[src/rtl/fpa_pkg.sv]
// fpa_pkg: field widths, exponent limit and aligner state encoding shared by the FP adder blocks.
package fpa_pkg;
    localparam int EXP_W  = 4;
    localparam int FRAC_W = 3;
    localparam int MANT_W = 5;
    localparam logic [EXP_W-1:0] EXP_MAX = 4'hF;
    typedef enum logic [1:0] {IDLE, CMP, SHIFT, HOLD} state_t;
endpackage

[src/rtl/fpa_unpack.sv]
// fpa_unpack: splits a packed operand into sign, effective exponent and guarded mantissa.
// Ports: op (packed sign/exp/frac) -> sign, exp_eff (denormals read as 1), mant ({0, hidden, frac}).
module fpa_unpack
    import fpa_pkg::*;
(
    input  logic [7:0]        op,
    output logic              sign,
    output logic [EXP_W-1:0]  exp_eff,
    output logic [MANT_W-1:0] mant
);
    logic [EXP_W-1:0] fld;
    logic             hid;
    always_comb begin
        fld     = op[FRAC_W+EXP_W-1:FRAC_W];
        hid     = |fld;
        sign    = op[7];
        exp_eff = hid ? fld : EXP_W'(1);
        mant    = {1'b0, hid, op[FRAC_W-1:0]};
    end
endmodule

[src/rtl/fpa_operand_aligner.sv]
// fpa_operand_aligner: orders an operand pair by exponent and right-aligns the smaller mantissa.
// Ports: clk, clr (async, active-high); in_valid/in_ready take a, b; out_valid/out_ready hand off
// sign_a/sign_b, exp_out, mant_a/mant_b, swapped and op_except held stable in HOLD.
module fpa_operand_aligner
    import fpa_pkg::*;
(
    input  logic              clk,
    input  logic              clr,
    input  logic              in_valid,
    output logic              in_ready,
    input  logic [7:0]        a,
    input  logic [7:0]        b,
    output logic              out_valid,
    input  logic              out_ready,
    output logic              sign_a,
    output logic              sign_b,
    output logic [EXP_W-1:0]  exp_out,
    output logic [MANT_W-1:0] mant_a,
    output logic [MANT_W-1:0] mant_b,
    output logic              swapped,
    output logic              op_except
);
    state_t            state, nxt;
    logic [7:0]        ra, rb;
    logic              sa, sb, swp, exc;
    logic [EXP_W-1:0]  ea, eb, diff;
    logic [MANT_W-1:0] ma, mb;
    logic [2:0]        sh, cnt;

    fpa_unpack u_a (.op(ra), .sign(sa), .exp_eff(ea), .mant(ma));
    fpa_unpack u_b (.op(rb), .sign(sb), .exp_eff(eb), .mant(mb));

    // Ties keep input order; shifting past 5 places empties a 5-bit mantissa, so the count saturates.
    always_comb begin
        swp  = eb > ea;
        diff = swp ? eb - ea : ea - eb;
        sh   = diff > 4'd5 ? 3'd5 : diff[2:0];
        exc  = ea == EXP_MAX || eb == EXP_MAX;
    end

    always_ff @(posedge clk or posedge clr)
        if (clr) state <= IDLE;
        else     state <= nxt;

    always_comb begin
        nxt = state;
        case (state)
            IDLE:    nxt = in_valid ? CMP : IDLE;
            CMP:     nxt = (exc || sh == 3'd0) ? HOLD : SHIFT;
            SHIFT:   nxt = cnt == 3'd1 ? HOLD : SHIFT;
            HOLD:    nxt = out_ready ? IDLE : HOLD;
            default: nxt = IDLE;
        endcase
    end

    always_ff @(posedge clk or posedge clr)
        if (clr) begin
            ra        <= '0;
            rb        <= '0;
            sign_a    <= 1'b0;
            sign_b    <= 1'b0;
            exp_out   <= '0;
            mant_a    <= '0;
            mant_b    <= '0;
            cnt       <= '0;
            swapped   <= 1'b0;
            op_except <= 1'b0;
        end else
            case (state)
                IDLE:
                    if (in_valid) begin
                        ra <= a;
                        rb <= b;
                    end
                CMP: begin
                    swapped   <= swp;
                    op_except <= exc;
                    sign_a    <= swp ? sb : sa;
                    sign_b    <= swp ? sa : sb;
                    exp_out   <= swp ? eb : ea;
                    mant_a    <= swp ? mb : ma;
                    mant_b    <= swp ? ma : mb;
                    cnt       <= exc ? 3'd0 : sh;
                end
                SHIFT: begin
                    mant_b <= mant_b >> 1;
                    cnt    <= cnt - 3'd1;
                end
                default: ;
            endcase

    assign in_ready  = state == IDLE;
    assign out_valid = state == HOLD;
endmodule
[config.mk]
export PLATFORM = sky130hd
export DESIGN_NAME = fpa_operand_aligner
export DESIGN_NICKNAME = d
export VERILOG_FILES = /design/src/rtl/fpa_pkg.sv /design/src/rtl/fpa_unpack.sv /design/src/rtl/fpa_operand_aligner.sv
export SDC_FILE = /design/constraint.sdc
export NUM_CORES = 1
export LEC_CHECK = 0
export ABC_AREA = 1
export BUFFER_PORTS_ARGS = -buffer_cell sky130_fd_sc_hd__buf_2
export CAP_MARGIN = 15
export CORE_UTILIZATION = 40
export DETAILED_ROUTE_END_ITERATION = 6
export GPL_TIMING_DRIVEN = 0
export PLACE_DENSITY = 0.71
export SYNTH_ARGS = -nofsm -noshare
export SYNTH_HDL_FRONTEND = slang
export SYNTH_HIERARCHICAL = 1
export SYNTH_SLANG_ARGS = --single-unit
[constraint.sdc]
create_clock -name clk -period 5 [get_ports clk]
set_input_delay 0.5 -clock clk [delete_from_list [all_inputs] [get_ports clk]]
set_output_delay 0.5 -clock clk [all_outputs]
set_load 0.01 [all_outputs]
Yosys cells after proc, flatten, opt, wreduce, memory -nomap -nowiden --
Index checks and enable logic that the tools add are counted.
Cells by class: $add $sub $neg 3, magnitude comparators 2, eq/ne operators 6, muxes and demuxes 17, reductions and logical operators 8
Operators by type and width (number):
- 2-to-1 mux 4 bit | 6
- case mux 5 bit (2 select lines) | 1
- equality test 4 bit, second input constant | 2
- case mux 2 bit (4 select lines) | 1
- OR reduction 4 bit | 2
- subtractor 4 bit | 2
- 2-to-1 mux 3 bit | 2
- case mux 3 bit (2 select lines) | 1
- 2-to-1 mux 1 bit | 5
- equality test 2 bit, second input constant | 2
- greater-than comparator 4 x 3 -> 1 bit, second input constant | 1
- greater-than comparator 4 bit | 1
- equality test 3 x 1 -> 1 bit, second input constant | 1
- logical NOT 3 bit | 1
- subtractor 3 x 1 -> 3 bit, second input constant | 1
- equality test 2 x 1 -> 1 bit, second input constant | 1
- logical NOT 2 bit | 1
- logical OR 1 bit | 2
- 2-to-1 mux 2 bit | 1
- AND reduction 2 bit | 1
- nonzero test 2 bit | 1
Storage, ports and cells: bits in registers 39, input bits 20, output and inout port bits 20, logic and storage cells 47

Longest topological paths before layout --
depth in word-level cells 10, depth in mapped cells 17, mapped depth without buffers 17

Hierarchy --
The synthesis kept the hierarchy.
Modules (own cells, without submodules):
- fpa_operand_aligner | times used 1, cells each 247, area an instance 2204.6 sq um, sequential area each 975.9 sq um
- fpa_unpack | times used 2, cells each 15, area an instance 78.8 sq um, sequential area each 0.0 sq um

Least setup slack after synthesis --
OpenSTA, ideal clock, no wires.
path kind reg-to-reg, start register ra[5], end register mant_a[0], arrival 1.861 ns, path slack 3.017 ns, stages on the path, launching flop included 14, period minus slack after synthesis 1.983 ns, path through dfrtp_1 > nor2_1 > nand2_1 > nand2_1 > ha_1 > inv_1 > fa_1 > nand2_1 > nand2_1 > nand3_4 > inv_2 > buf_6 > o21ai_0 > o21ai_1
On the way: word-level cells in the longest chain between the ends 4
Ends and longest elaborated chain:
- from (decl) | RTL line fpa_operand_aligner.sv:24 | logic [7:0] ra, rb;
- from (signal assigned) | RTL line fpa_operand_aligner.sv:58 | ra <= '0;
- from (signal assigned) | RTL line fpa_operand_aligner.sv:72 | ra <= a;
- OR reduction 4 bit | RTL line fpa_unpack.sv:15 | hid = |fld;
- named net u_a.hid | RTL line fpa_unpack.sv:12 | logic hid;
- 2-to-1 mux 4 bit | RTL line fpa_unpack.sv:17 | exp_eff = hid ? fld : EXP_W'(1);
- named net ea[0] | RTL line fpa_operand_aligner.sv:26 | logic [EXP_W-1:0] ea, eb, diff;
- greater-than comparator 4 bit | RTL line fpa_operand_aligner.sv:35 | swp = eb > ea;
- 2-to-1 mux 4 bit | RTL line fpa_operand_aligner.sv:81 | mant_a <= swp ? mb : ma;
- to (signal assigned) | RTL line fpa_operand_aligner.sv:81
- to (decl) | RTL line fpa_operand_aligner.sv:18 | output logic [MANT_W-1:0] mant_a,
The timed path passes the listed nets, and every way through them passes these cells. A chain may end at the register's enable or synchronous reset.

Worst setup path in the final report --
start register ra[3], end register mant_b[2]
On the way: word-level cells in the longest chain between the ends 5
Ends and longest elaborated chain:
- OR reduction 4 bit | RTL line fpa_unpack.sv:15
- named net u_a.hid | RTL line fpa_unpack.sv:12
- 2-to-1 mux 4 bit | RTL line fpa_unpack.sv:17
- named net ea[0] | RTL line fpa_operand_aligner.sv:26
- greater-than comparator 4 bit | RTL line fpa_operand_aligner.sv:35
- 2-to-1 mux 4 bit | RTL line fpa_operand_aligner.sv:82 | mant_b <= swp ? ma : mb;
- case mux 5 bit (2 select lines) | RTL line fpa_operand_aligner.sv:69 | case (state)
- to (signal assigned) | RTL line fpa_operand_aligner.sv:82
- to (signal assigned) | RTL line fpa_operand_aligner.sv:86 | mant_b <= mant_b >> 1;
- to (decl) | RTL line fpa_operand_aligner.sv:19 | output logic [MANT_W-1:0] mant_b,
The timed path passes the listed nets, and every way through them passes these cells. The select of a mux whose other input is x is not followed.

==> summary.txt <==
Outcome
  • Status: completed

Layout
  • Area grow syn2layout: 17.1%
  • Commonest non-fill, non-tap cells in the layout: 50 x nand2_1, 41 x buf_2, 39 x dfrtp_1, 28 x nor2_1, 27 x inv_1
  • Area of the multi-input gates: around 1100 µm²
  • Final layout net count: 358
  • Final design instance area without fill: 2770 µm²
  • Share of cells above drive strength 1: approximately 29%
  • Antenna diode count: 0
  • Most common cell after layout, fill and taps aside: nand2_1
  • FILL cells: 577
  • Reg area: ~980 µm²

STA
  • Max-slew headroom: around 45%
  • Setup TNS: 0 ns
  • Fin Clk Skew: between 0.003 and 0.004 ns
  • Final Hold Vio Count: 0
  • Fmax: 428 MHz
  • Slew Viols, Final: 0
  • Post-route clock period utilization: a little under half
  • Worst-margin pin slew: just over 0.8 ns
  • Fin crit period: about 2.3 ns
  • Final setup vio count: 0
  • RSZ-0062 raised after global routing: false

Floorplanning
  • Rows: 27
  • Core Footprint: 5610 µm²
  • Initial core utilization: approximately 42%
  • Die width: ~80 µm
  • # IOs: 40
  • Die area: ~6200 µm²
  • Chip Height: 78.9 µm

Clocking
  • Root buffer cell: clkbuf_8
  • Worst-Skew Late Latency: 0.29 ns
  • CTS Buffer Depth: 2
  • Post_cts resized: 0
  • CTS tree: done
  • Inserted Clock Buffers: 5
  • Post-CTS Setup Inserts: 0
  • Number of H-tree levels: 2
  • Clock slew at reported path FFs: ~0.080 ns
  • CTS Hold Bufs: 0
  • Clk sink count: 39

Yosys
  • Register bit total from synthesis: 39
  • YS warnings: 6
  • Synth cell types: 29
  • Sequential area share after synthesis: about two fifths
  • Synthesized cell area: 2360 µm²
  • Asr flop ratio synth: 100%
  • Primary FF master, synth: dfrtp_1
  • Gate Count Post-Synth: 277
  • Post-synth EDFFs: 0
  • Syn Area/Cell: approximately 8.5 µm²
  • Mapped Nets: approximately 310

Global routing
  • Global-route wire length before repair: 8410 µm
  • Total Routing Usage GR: roughly 18%
  • Antenna violations before repair: 0
  • Vias in the first global route: 1,832
  • Grt peak-use layer: met2
  • GRT overflow: 0
  • Met1 GRT Util: about a quarter
  • Routing usage on met3: under 10%
  • Met2 GRT Util: 28.5%
  • Largest net degree at the start of global routing: 40

Setup path
  • Max FO, Critical Path: 10
  • Launching element type of the critical path: flop
  • Arrival time worst endpoint: between 2 and 3 ns
  • Crit path kind: flop to flop
  • Crit end category: flop
  • Critical path required time: slightly above 5 ns

Routing
  • Post-DRT Antenna Nets: 0
  • DRT Pass-1 Iters: 4
  • Routed vias: 1,920
  • Drt via density: approximately 4.8
  • Drt initial violations: 94
  • Total length of routed wires: roughly 5000 µm
  • DRC: 0
  • Avg WL per Cell: 12.6 µm

Worst hold path
  • Hold/Removal Path Class: primary input to async pin

Placement
  • DP Area: between 2000 and 3000 µm²
  • Hpwl dp: ~3800 µm
  • IO Port Bufs: 39
  • GPL Wtd Cong: about 0.9

Run
  • Total of max-cap violations: 0
[per-layer routing]
| metal | up-vias | routed length, µm |
|---|---|---|
| li1 | 961 | - |
| met5 | - | 0 |
| met1 | 905 | 2430 |
| met4 | 0 | 40 |
| met3 | 5 | 245 |
| met2 | 49 | 2290 |
[logic make-up after synthesis]
group | synth area share [%]
multiplexers | 7.63
XOR/XNOR | 1.11
AO/OA/AOI/OAI | 10.5
other | 0.318
adder cells (fa/ha/maj) | 8.58
AND/OR/NAND/NOR | 18.5
flip-flops | 41.3
buffers and inverters | 12.0
[critical path, cell delays in order (launching register included)]
cell and delay [ns]:
dfrtp_1 0.40, nor2_1 0.11, nand2_1 0.09, nand2_1 0.12, ha_1 0.17, inv_1 0.06
fa_1 0.42, nand2_1 0.09, nand2_1 0.08, nand3_4 0.13, buf_4 0.19, nand2_1 0.07
o21ai_0 0.14, o211ai_1 0.13
[cell type report]
cell class / instances / area share [%]
clock inverters: 2 / 1.27
multi-input cells: 181 / 39.9
flip-flops and latches: 39 / 35.3
well taps: 72 / 3.26
repair buffers: 39 / 7.06
plain buffers: 27 / 6.20
clock buffers: 6 / 2.99
inverters: 30 / 4.07
[worst paths after layout]
kind,start,slack [ns],cells past startpoint,endpoint
worst min-delay path,clr,0.36,2,sign_b
worst max register to register,ra[3],2.66,13,mant_b[2]
worst max-delay path,ra[3],2.66,13,mant_b[2]
worst min register to register,exp_out[1],0.49,2,exp_out[1]
max in group asynchronous,clr,4.10,2,rb[4]
min in group clk,b[7],0.43,2,rb[7]
[synth_stat cells, types with 3 or more instances]
library cell	count	area [µm²]
nand2_1	50	188
mux2_2	16	180
nand2_2	3	18.8
dfrtp_1	39	976
o21ai_0	21	105
a21oi_1	15	75.1
nand3_1	13	65.1
o211ai_1	4	30.0
nor2_1	28	105
ha_1	13	163
clkbuf_1	9	33.8
buf_4	14	105
inv_1	28	105
[flip-flops by register name (all words and copies together) (netlist names)]
signal,cells
ra,8
cnt,3
exp_out,4
swapped,1
op_except,1
rb,8
sign_a,1
state,2
mant_a,5
sign_b,1
mant_b,5
[through the flow]
stage / util (%) / setup slack (ns) / hold slack, ns / std cells
finish: 49.3 / 2.66 / 0.363 / 396
global route: 49.3 / 2.48 / 0.428 / 396
detailed placement: 47.2 / 2.65 / 0.477 / 388
global placement: 47.2 / 2.76 / 0.468 / 388
CTS: 49.3 / 2.64 / 0.395 / 396
floorplan: - / 3.02 / 0.481 / 277
Power is not shown: default switching activity piles up to over one toggle a cycle in this logic, so the estimate is an artifact.
